--- config.mk ---
export PLATFORM = sky130hd
export DESIGN_NAME = l2_req_sched_flat
export DESIGN_NICKNAME = d
export VERILOG_FILES = /design/src/rtl/l2_req_sched_pkg.sv /design/src/rtl/l2_req_sched_if.sv /design/src/rtl/l2_req_sched_rr_arb.sv /design/src/rtl/l2_req_sched.sv /design/src/flat_wrapper.sv
export SDC_FILE = /design/constraint.sdc
export NUM_CORES = 1
export LEC_CHECK = 0
export CAP_MARGIN = 10
export CORE_MARGIN = 2
export CORE_UTILIZATION = 62
export CTS_CLUSTER_SIZE = 28
export DETAILED_ROUTE_END_ITERATION = 10
export GPL_ROUTABILITY_DRIVEN = 0
export PLACE_DENSITY = 0.8
export SLEW_MARGIN = 20
export SYNTH_ARGS = -nofsm -noshare
export SYNTH_HDL_FRONTEND = slang
export SYNTH_SLANG_ARGS = --single-unit
--- constraint.sdc ---
create_clock -name clk -period 5.4 [get_ports clk]
set_clock_uncertainty 0.2 [all_clocks]
set_input_delay 0.54 -clock clk [delete_from_list [all_inputs] [get_ports clk]]
set_output_delay 0.54 -clock clk [all_outputs]
set_load 0.01 [all_outputs]
--- src/rtl/l2_req_sched_pkg.sv ---
// Shared widths, tag-table entry type and small helpers for the L2 request scheduler.
package l2_req_sched_pkg;

  localparam int NSTREAMS = 8;
  localparam int L2_NCL   = 256;
  localparam int NTAGS    = 32;
  localparam int SID_W    = $clog2(NSTREAMS);
  localparam int CLID_W   = $clog2(L2_NCL);
  localparam int TAG_W    = $clog2(NTAGS);

  typedef logic [SID_W-1:0]  sid_t;
  typedef logic [CLID_W-1:0] clid_t;
  typedef logic [TAG_W-1:0]  tag_t;

  typedef struct packed {
    sid_t  sid;
    clid_t clid;
  } tag_entry_t;

  function automatic logic [NSTREAMS-1:0] sid_onehot(input sid_t s);
    logic [NSTREAMS-1:0] v;
    v    = '0;
    v[s] = 1'b1;
    return v;
  endfunction

endpackage

--- src/rtl/l2_req_sched_if.sv ---
// Stream-side, OpenCAPI-side and L2-write-side handshakes of the request scheduler.
interface l2_req_sched_if;
  import l2_req_sched_pkg::*;

  logic [NSTREAMS-1:0] i_req_v;
  logic [NSTREAMS-1:0] i_req_r;
  logic [NSTREAMS-1:0] i_rst_v;

  logic                o_req_v;
  logic                o_req_r;
  sid_t                o_req_sid;
  clid_t               o_req_clid;
  tag_t                o_req_tag;

  logic                i_rsp_v;
  logic                i_rsp_r;
  tag_t                i_rsp_tag;

  logic                o_wr_v;
  logic                o_wr_r;
  sid_t                o_wr_sid;
  clid_t               o_wr_clid;

  logic [NSTREAMS-1:0] o_rsp_v;
  logic                o_err;

  modport slave (
    input  i_req_v, i_rst_v, o_req_r, i_rsp_v, i_rsp_tag, o_wr_r,
    output i_req_r, o_req_v, o_req_sid, o_req_clid, o_req_tag,
           i_rsp_r, o_wr_v, o_wr_sid, o_wr_clid, o_rsp_v, o_err
  );

  modport master (
    output i_req_v, i_rst_v, o_req_r, i_rsp_v, i_rsp_tag, o_wr_r,
    input  i_req_r, o_req_v, o_req_sid, o_req_clid, o_req_tag,
           i_rsp_r, o_wr_v, o_wr_sid, o_wr_clid, o_rsp_v, o_err
  );

endinterface

--- src/rtl/l2_req_sched_rr_arb.sv ---
// NSTREAMS-way round-robin arbiter: combinational one-hot grant when en_i, pointer moves past winner.
// Zero latency from req_i to gnt_o; no grant at all while en_i is low.
module l2_req_sched_rr_arb
  import l2_req_sched_pkg::*;
(
  input  logic                clk,
  input  logic                rst_n,
  input  logic                en_i,
  input  logic [NSTREAMS-1:0] req_i,
  output logic [NSTREAMS-1:0] gnt_o,
  output logic                gnt_vld_o,
  output sid_t                gnt_sid_o
);

  sid_t ptr_q, ptr_d;
  sid_t idx;
  logic found;
  sid_t win;

  always_comb begin
    found = 1'b0;
    win   = '0;
    idx   = '0;
    for (int k = 0; k < NSTREAMS; k++) begin
      idx = sid_t'((int'(ptr_q) + k) % NSTREAMS);
      if (en_i && !found && req_i[idx]) begin
        found = 1'b1;
        win   = idx;
      end
    end
  end

  always_comb begin
    gnt_o     = '0;
    gnt_vld_o = found;
    gnt_sid_o = win;
    if (found) gnt_o[win] = 1'b1;
  end

  always_comb begin
    ptr_d = ptr_q;
    if (found) ptr_d = (win == sid_t'(NSTREAMS - 1)) ? '0 : win + 1'b1;
  end

  always_ff @(posedge clk or negedge rst_n) begin
    if (!rst_n) ptr_q <= '0;
    else        ptr_q <= ptr_d;
  end

endmodule

--- src/rtl/l2_req_sched.sv ---
// Shares one OpenCAPI read-request channel among NSTREAMS streams; tags map responses to L2 writes.
// Request: 1-cycle registered stage, held until o_req_r; response-to-write path is combinational.
module l2_req_sched
  import l2_req_sched_pkg::*;
(
  input  logic          clk,
  input  logic          rst_n,
  l2_req_sched_if.slave bus
);

  logic [NTAGS-1:0] busy_q, busy_d;
  tag_entry_t       tag_q  [NTAGS];
  tag_entry_t       tag_d  [NTAGS];
  clid_t            fill_q [NSTREAMS];
  clid_t            fill_d [NSTREAMS];
  logic             err_q, err_d;
  logic             out_vld_q, out_vld_d;
  sid_t             out_sid_q, out_sid_d;
  clid_t            out_clid_q, out_clid_d;
  tag_t             out_tag_q, out_tag_d;

  tag_t                free_tag;
  logic                any_free;
  logic                arb_en;
  logic [NSTREAMS-1:0] gnt;
  logic                gnt_vld;
  sid_t                gnt_sid;
  tag_entry_t          rsp_ent;
  logic                rsp_busy;
  logic                wr_fire;

  // Lowest free tag, taken from the registered bitmap so a tag freed this cycle is not reused until next.
  always_comb begin
    free_tag = '0;
    any_free = 1'b0;
    for (int i = NTAGS - 1; i >= 0; i--) begin
      if (!busy_q[i]) begin
        free_tag = tag_t'(i);
        any_free = 1'b1;
      end
    end
  end

  assign arb_en = (~out_vld_q | bus.o_req_r) & any_free;

  // A stream being functionally reset is masked so its fill counter clear is never lost to a grant.
  l2_req_sched_rr_arb u_arb (
    .clk       (clk),
    .rst_n     (rst_n),
    .en_i      (arb_en),
    .req_i     (bus.i_req_v & ~bus.i_rst_v),
    .gnt_o     (gnt),
    .gnt_vld_o (gnt_vld),
    .gnt_sid_o (gnt_sid)
  );

  assign bus.i_req_r = gnt;

  assign rsp_ent  = tag_q[bus.i_rsp_tag];
  assign rsp_busy = busy_q[bus.i_rsp_tag];
  assign wr_fire  = bus.o_wr_v & bus.o_wr_r;

  assign bus.o_wr_v    = bus.i_rsp_v & rsp_busy;
  assign bus.o_wr_sid  = rsp_ent.sid;
  assign bus.o_wr_clid = rsp_ent.clid;
  assign bus.i_rsp_r   = bus.o_wr_r | ~rsp_busy;
  assign bus.o_rsp_v   = wr_fire ? sid_onehot(rsp_ent.sid) : '0;

  assign bus.o_req_v    = out_vld_q;
  assign bus.o_req_sid  = out_sid_q;
  assign bus.o_req_clid = out_clid_q;
  assign bus.o_req_tag  = out_tag_q;
  assign bus.o_err      = err_q;

  always_comb begin
    busy_d     = busy_q;
    tag_d      = tag_q;
    fill_d     = fill_q;
    err_d      = err_q | (bus.i_rsp_v & ~rsp_busy);
    out_vld_d  = out_vld_q & ~bus.o_req_r;
    out_sid_d  = out_sid_q;
    out_clid_d = out_clid_q;
    out_tag_d  = out_tag_q;

    // Freed and allocated tags never coincide: allocation only picks tags idle in busy_q.
    if (wr_fire) busy_d[bus.i_rsp_tag] = 1'b0;

    if (gnt_vld) begin
      busy_d[free_tag] = 1'b1;
      tag_d[free_tag]  = '{sid: gnt_sid, clid: fill_q[gnt_sid]};
      fill_d[gnt_sid]  = fill_q[gnt_sid] + 1'b1;
      out_vld_d        = 1'b1;
      out_sid_d        = gnt_sid;
      out_clid_d       = fill_q[gnt_sid];
      out_tag_d        = free_tag;
    end

    for (int s = 0; s < NSTREAMS; s++) begin
      if (bus.i_rst_v[s]) fill_d[s] = '0;
    end
  end

  always_ff @(posedge clk or negedge rst_n) begin
    if (!rst_n) begin
      busy_q     <= '0;
      err_q      <= 1'b0;
      out_vld_q  <= 1'b0;
      out_sid_q  <= '0;
      out_clid_q <= '0;
      out_tag_q  <= '0;
      for (int i = 0; i < NTAGS; i++)    tag_q[i]  <= '0;
      for (int s = 0; s < NSTREAMS; s++) fill_q[s] <= '0;
    end else begin
      busy_q     <= busy_d;
      err_q      <= err_d;
      out_vld_q  <= out_vld_d;
      out_sid_q  <= out_sid_d;
      out_clid_q <= out_clid_d;
      out_tag_q  <= out_tag_d;
      for (int i = 0; i < NTAGS; i++)    tag_q[i]  <= tag_d[i];
      for (int s = 0; s < NSTREAMS; s++) fill_q[s] <= fill_d[s];
    end
  end

endmodule
--- src/flat_wrapper.sv ---
// flat-port wrapper written by rule: the top's interface ports become plain ports
module l2_req_sched_flat import l2_req_sched_pkg::*;
  (clk, rst_n, bus_i_req_v, bus_i_rst_v, bus_o_req_r, bus_i_rsp_v, bus_i_rsp_tag, bus_o_wr_r, bus_i_req_r, bus_o_req_v, bus_o_req_sid, bus_o_req_clid, bus_o_req_tag, bus_i_rsp_r, bus_o_wr_v, bus_o_wr_sid, bus_o_wr_clid, bus_o_rsp_v, bus_o_err);
  l2_req_sched_if bus_i ();
  input  logic clk;
  input  logic rst_n;
  input wire logic [$bits(bus_i.i_req_v)-1:0] bus_i_req_v;
  input wire logic [$bits(bus_i.i_rst_v)-1:0] bus_i_rst_v;
  input wire logic [$bits(bus_i.o_req_r)-1:0] bus_o_req_r;
  input wire logic [$bits(bus_i.i_rsp_v)-1:0] bus_i_rsp_v;
  input wire logic [$bits(bus_i.i_rsp_tag)-1:0] bus_i_rsp_tag;
  input wire logic [$bits(bus_i.o_wr_r)-1:0] bus_o_wr_r;
  output wire logic [$bits(bus_i.i_req_r)-1:0] bus_i_req_r;
  output wire logic [$bits(bus_i.o_req_v)-1:0] bus_o_req_v;
  output wire logic [$bits(bus_i.o_req_sid)-1:0] bus_o_req_sid;
  output wire logic [$bits(bus_i.o_req_clid)-1:0] bus_o_req_clid;
  output wire logic [$bits(bus_i.o_req_tag)-1:0] bus_o_req_tag;
  output wire logic [$bits(bus_i.i_rsp_r)-1:0] bus_i_rsp_r;
  output wire logic [$bits(bus_i.o_wr_v)-1:0] bus_o_wr_v;
  output wire logic [$bits(bus_i.o_wr_sid)-1:0] bus_o_wr_sid;
  output wire logic [$bits(bus_i.o_wr_clid)-1:0] bus_o_wr_clid;
  output wire logic [$bits(bus_i.o_rsp_v)-1:0] bus_o_rsp_v;
  output wire logic [$bits(bus_i.o_err)-1:0] bus_o_err;
  assign bus_i.i_req_v = bus_i_req_v;
  assign bus_i.i_rst_v = bus_i_rst_v;
  assign bus_i.o_req_r = bus_o_req_r;
  assign bus_i.i_rsp_v = bus_i_rsp_v;
  assign bus_i.i_rsp_tag = bus_i_rsp_tag;
  assign bus_i.o_wr_r = bus_o_wr_r;
  assign bus_i_req_r = bus_i.i_req_r;
  assign bus_o_req_v = bus_i.o_req_v;
  assign bus_o_req_sid = bus_i.o_req_sid;
  assign bus_o_req_clid = bus_i.o_req_clid;
  assign bus_o_req_tag = bus_i.o_req_tag;
  assign bus_i_rsp_r = bus_i.i_rsp_r;
  assign bus_o_wr_v = bus_i.o_wr_v;
  assign bus_o_wr_sid = bus_i.o_wr_sid;
  assign bus_o_wr_clid = bus_i.o_wr_clid;
  assign bus_o_rsp_v = bus_i.o_rsp_v;
  assign bus_o_err = bus_i.o_err;
  l2_req_sched u_core (.clk(clk), .rst_n(rst_n), .bus(bus_i));
endmodule
Yosys cells after proc, flatten, opt, wreduce, memory -nomap -nowiden
Cells that the tools add are included.

operators by class
  $add $sub $neg = 9
  $lt $le $gt $ge = 21
  eq/ne operators = 1
  muxes and demuxes = 133
  bitwise gates (word level) = 19
  reductions and logical operators = 36

operator list
  operator                                             number
  bitwise mux 352 bit                                  1
  two-way mux 5 bit                                    32
  two-way mux 8 bit                                    13
  bitwise mux 64 bit                                   1
  two-way mux 32 bit                                   2
  two-way mux 64 bit                                   1
  binary-select mux 11 bit (select 5 bit)              1
  demux 11 bit (select 5 bit)                          1
  two-way mux 1 bit                                    54
  < comparator 3 x 4 -> 1 bit (second input constant)  10
  two-way mux 11 bit                                   3
  bitwise AND 32 bit                                   1
  NOT 32 bit                                           1
  bitwise OR 32 bit                                    1
  two-way mux 3 bit                                    9
  binary-select mux 1 bit (select 3 bit)               8
  binary-select mux 8 bit (select 3 bit)               1
  demux 8 bit (select 3 bit)                           1
  logical AND 1 bit                                    21
  nonzero test 2 bit                                   8
  adder 3 bit (second input constant)                  4
  >= comparator 6 bit (second input constant)          2
  < comparator 5 x 6 -> 1 bit (second input constant)  2
  NOT 5 -> 6 bit                                       2
  other kinds (19)                                     39

word-level totals
  register bits = 469
  input port bits = 26
  output and inout bits = 47
  logic and storage cells = 298

Depth between registers and ports, before layout
  depth after elaboration = 71
  depth in mapped cells = 21
  gate-level depth less buffers = 15

By module
Synthesis repeated with hierarchy kept, for this count alone.

unflattened totals
  cells, all modules = 1,790
  area total of the unflattened synthesis = 23,432.5 um^2

by module, submodules not included
  module               times used  cells an instance  area an instance (um^2)  sequential area each (um^2)
  l2_req_sched         1           1,648              22,193.8                 11,661.2
  l2_req_sched_rr_arb  1           142                1,238.7                  75.1

Least setup slack after synthesis
No wires, ideal clock.

  kind = register to register
  start point = register u_core.u_arb.ptr_q[0]
  end point = register u_core.fill_q[14] in the netlist's numbering
  library setup time = 0.133 ns
  data arrival time = 4.405 ns
  path slack = 0.662 ns
  stages on the path, launching flop included = 21
  clock period less this slack = 4.738 ns
  path through = dfrtp_1 > buf_6 > clkinv_4 > buf_12 > ha_1 > clkbuf_1 > inv_2 > mux4_2 > a211oi_4 > and2_2 > nand4_2 > a21oi_4 > buf_6 > mux2i_1 > mux2_2 > clkbuf_1 > ha_1 > and3_1 > nand3_1 > xor2_2 > o21ai_1

on the way
  cells in the longest elaborated chain, start to end = 40
  elaborated cells on any way between the ends = 75
  those cells by class = add/sub: 8; order compare: 2; mux: 40; bitwise: 1; reduce/logical: 24

RTL lines
  item                                                                           line                       text
  from (decl)                                                                    l2_req_sched_rr_arb.sv:15  sid_t ptr_q, ptr_d;
  from (signal assigned)                                                         l2_req_sched_rr_arb.sv:47  else ptr_q <= ptr_d;
  parallel branches: the longest is 40 deep, another holds adder 3 x 1 -> 3 bit  n/a
  to (decl)                                                                      l2_req_sched.sv:14         clid_t fill_q [NSTREAMS];

Several ways; the timed one is not identified. The select of a mux whose other input is x is not followed.
A chain may end at the register's enable or synchronous reset.

Final worst setup path
  start point = register u_core.u_arb.ptr_q[1]
  end point = output port bus_i_req_r[6]

on the way
  cells in the longest elaborated chain, start to end = 37
  elaborated cells on any way between the ends = 67
  those cells by class = add/sub: 7; order compare: 2; mux: 35; reduce/logical: 23

RTL lines
  item                                                                           line                       text
  parallel branches: the longest is 36 deep, another holds adder 3 x 1 -> 3 bit  n/a
  two-way mux 8 bit *                                                            l2_req_sched_rr_arb.sv:37  if (found) gnt_o[win] = 1'b1;
  to (decl)                                                                      flat_wrapper.sv:13         output wire logic [$bits(bus_i.i_req_r)-1:0] bus_i_req_r;

Mark *: on every way between the ends. The select of a mux whose other input is x is not followed.

==> results.json <==
{
  "syn_area_sq_um": 22800,
  "hold_depth": 1,
  "post_drt_wl_per_cell_um": 25.9,
  "synth.most_common_cell": "dfrtp_1",
  "critPathKind": "reg2out",
  "hold_viol": 0,
  "synth_seq_cells": 469,
  "reg2reg_setup_slack_ns": 0.46,
  "power_per_cell_area_nw_per_um2": 634,
  "ioPinCount": 73,
  "nets": 1848,
  "p_leak_nw": 12.0,
  "slew_viol_final": 0,
  "cp-end-kind": "output port",
  "vdd_drop_max_uv": 851,
  "worstPathRequired_ns": 4.66,
  "hpwl_um": 37900,
  "finalCritPeriodShare_pct": 96.9,
  "cts.sinks": 469,
  "synth_flop_cell": "dfrtp_1",
  "worst_pin_slew_ns": 0.910,
  "drive_above_1_share_pct": 35.7,
  "setup_viol_count_final": 0,
  "startpoint_type": "flip-flop",
  "holdWs_ns": 0.272,
  "antenna_found_initial": 1,
  "dr.pass1.iters": 9,
  "hold_end": "u_core.bus.o_err$_DFF_PN0_",
  "drtIter0Drc": 1740,
  "status": "complete, no violations",
  "synth_edf_count": 0,
  "ys_warn_count": 0,
  "htreeDepth": 2,
  "timing.fmax_mhz": 191,
  "synth_area_per_cell_sq_um": 13.0,
  "seq_area_sq_um": 11700,
  "syn_inst": 1750,
  "grt_max_degree": 155,
  "placementRows": 70,
  "cts_max_path_buffers": 3,
  "cts_root_buffer": "clkbuf_16",
  "n_antenna_cell": 0,
  "multiInputGateArea_sq_um": 10500,
  "dieArea_sq_um": 38300,
  "hold_start": "u_core.bus.o_err$_DFF_PN0_",
  "synth_common_cells": "dfrtp_1 (469), mux2_2 (347), nand2_1 (145)",
  "fin_crit_ns": 5.24,
  "postLayoutCoreUtil_pct": 71.0,
  "netlist_top_cells_area": "dfrtp_1 (52%), mux2_2 (17%), mux4_2 (10%)",
  "wirelength_um": 60100,
  "rr_startpoint": "u_core.u_arb.ptr_q[1]$_DFFE_PN0N_",
  "via_count": 15700,
  "io_buffers": 72,
  "gr-total-overflow": 0,
  "synth.distinct_cells": 72,
  "drcViolationCount": 0,
  "instances_no_fill": 2317,
  "cts.clk_slew.worst_paths_ns": 0.06,
  "timing.slew.headroom_pct": 39.2,
  "start_util_pct": 62.5,
  "worstRegToRegCells": 16,
  "grt_pass1_wl_um": 94500,
  "cp_max_fo": 14,
  "yosysTopAreaCell": "dfrtp_1",
  "arrival_ns": 4.50,
  "die_h_um": 196,
  "dieWidth_um": 196,
  "async_reset_ff_share_pct": 100,
  "cts_tree": "built",
  "final_cell_area_sq_um": 25900,
  "synth_top_area_share_pct": 51.5,
  "syn_nets": 1781,
  "viasPerCell": 6.77,
  "r2r-end": "u_core.fill_q[63]$_DFFE_PN0P_",
  "ant_nets": 0,
  "clock_latency_ns": 0.59,
  "nFillCells": 2391,
  "grt_usage_pct": 32.5,
  "numCtsBuffers": 48,
  "placed_cell_area_sq_um": 24200,
  "yosysSeqAreaShare_pct": 51.5,
  "drv_cap": 0,
  "core_area_sq_um": 36400,
  "hp-class": "reg2reg",
  "grt_pass1_vias": 16300,
  "place_inst": 2233,
  "area_growth_pct": 13.6
}
==> cell usage in the layout, fill, tap and decap left out, drive strengths merged, types with 4 or more instances in the layout <==
cell type	Yosys	layout
mux2	347	347
nor4	10	10
a22oi	50	50
ha	5	5
o211ai	7	7
nand3b	51	51
nand2	145	145
a31oi	6	6
o21ai	107	107
nor2	55	55
clkdlybuf4s50	0	69
nand2b	28	28
clkbuf	104	66
or2	6	6
a32o	5	5
buf	26	77
nor2b	13	13
xnor2	5	5
a31o	8	8
nor3	5	5
inv	23	24
mux4	105	105
xor2	5	5
clkinv	1	8
bufinv	0	6
mux2i	40	40
a21oi	15	15
and3	5	5
and2	7	7
nand4	25	25
a221oi	5	5
a21boi	4	4
nand3	29	29
dfrtp	469	469
==> how the worst max path moves through the flow <==
stage	startpoint	endpoint	slack, ns
finish	u_core.u_arb.ptr_q[1]$_DFFE_PN0N_	bus_i_req_r[6]	0.16
global route	u_core.u_arb.ptr_q[1]$_DFFE_PN0N_	bus_i_req_r[2]	-0.0007
CTS	u_core.u_arb.ptr_q[1]$_DFFE_PN0N_	bus_i_req_r[6]	0.05
detailed placement	bus_i_rst_v[7]	bus_i_req_r[0]	0.25
global placement	bus_i_rst_v[5]	bus_i_req_r[2]	0.36
floorplan	u_core.u_arb.ptr_q[0]$_DFFE_PN0N_	u_core.fill_q[14]$_DFFE_PN0P_	0.66
==> what timing repair did <==
action / in CTS / in global routing
buffers inserted: 0 / 1
hold endpoints to repair: 103 / 0
endpoints found under the setup margin: 6 / 8
pin swaps: 0 / 1
resized for setup: 3 / 3
hold buffers: 1 / 0
==> report_power, final <==
part / switching (mW) / internal (mW) / leakage [nW]
clock network: 1.38 / 2.05 / 0.793
registers: 0.419 / 4.23 / 6.32
logic: 5.28 / 3.05 / 4.86
total: 7.08 / 9.34 / 12.0
==> critical path, stage by stage (launching register included) <==
cell             delay [ns]
dfrtp_1                0.33
buf_4                  0.22
inv_1                  0.13
ha_1                   0.34
inv_4                  0.15
mux4_2                 0.55
a211oi_4               0.35
nand4_1                0.22
a221oi_1               0.30
o32a_2                 0.33
nor2b_4                0.29
nand2_1                0.12
inv_1                  0.06
clkdlybuf4s50_1        0.52
==> per-stage QoR <==
stage	total power, mW	worst slack, ns	TNS [ns]
after floorplan	9.87	0.662	0
after global placement	12.5	0.363	0
after detailed placement	12.7	0.250	0
after CTS	16.2	0.0486	0
after global routing	17.2	-0.000669	-0.000669
final	16.4	0.165	0
==> metal layers <==
metal / global-route usage (%) / part of all wire (%)
met2: 50.1 / 46
met4: 13.6 / 3.9
met3: 8.66 / 9.4
met1: 44.4 / 40
met5: 0 / 0.020
==> registers in the layout, indices dropped and copies added, names as in the netlist <==
| name | cells |
|---|---|
| u_core.tag_q | 352 |
| u_core.fill_q | 64 |
| u_core.busy_q | 32 |
| u_core.bus.o_req_clid | 8 |
| u_core.bus.o_req_tag | 5 |
| u_core.bus.o_req_sid | 3 |
| u_core.u_arb.ptr_q | 3 |
| u_core.bus.o_err | 1 |
| u_core.bus.o_req_v | 1 |
==> area by class of cell <==
| type | count | area share (%) |
|---|---|---|
| flip-flops and latches | 469 | 45.4 |
| clock inverters | 16 | 0.982 |
| well taps | 468 | 2.26 |
| clock buffers | 66 | 5.29 |
| multi-input cells | 1127 | 40.5 |
| inverters | 24 | 0.377 |
| repair buffers | 147 | 5.23 |
==> kinds of logic after synthesis <==
kind of cell               after synthesis  synth area share, %
AOI/OAI and AO/OA                      229                 6.71
xor gates and xnor gates                10                0.533
adders and majority gates                5                0.275
buffers and inverters                  154                 2.81
DFF                                    469                 51.5
muxes                                  492                 29.3
and+or+nand+nor                        391                 8.80
Note: power is estimated with default switching activity, not from simulation.
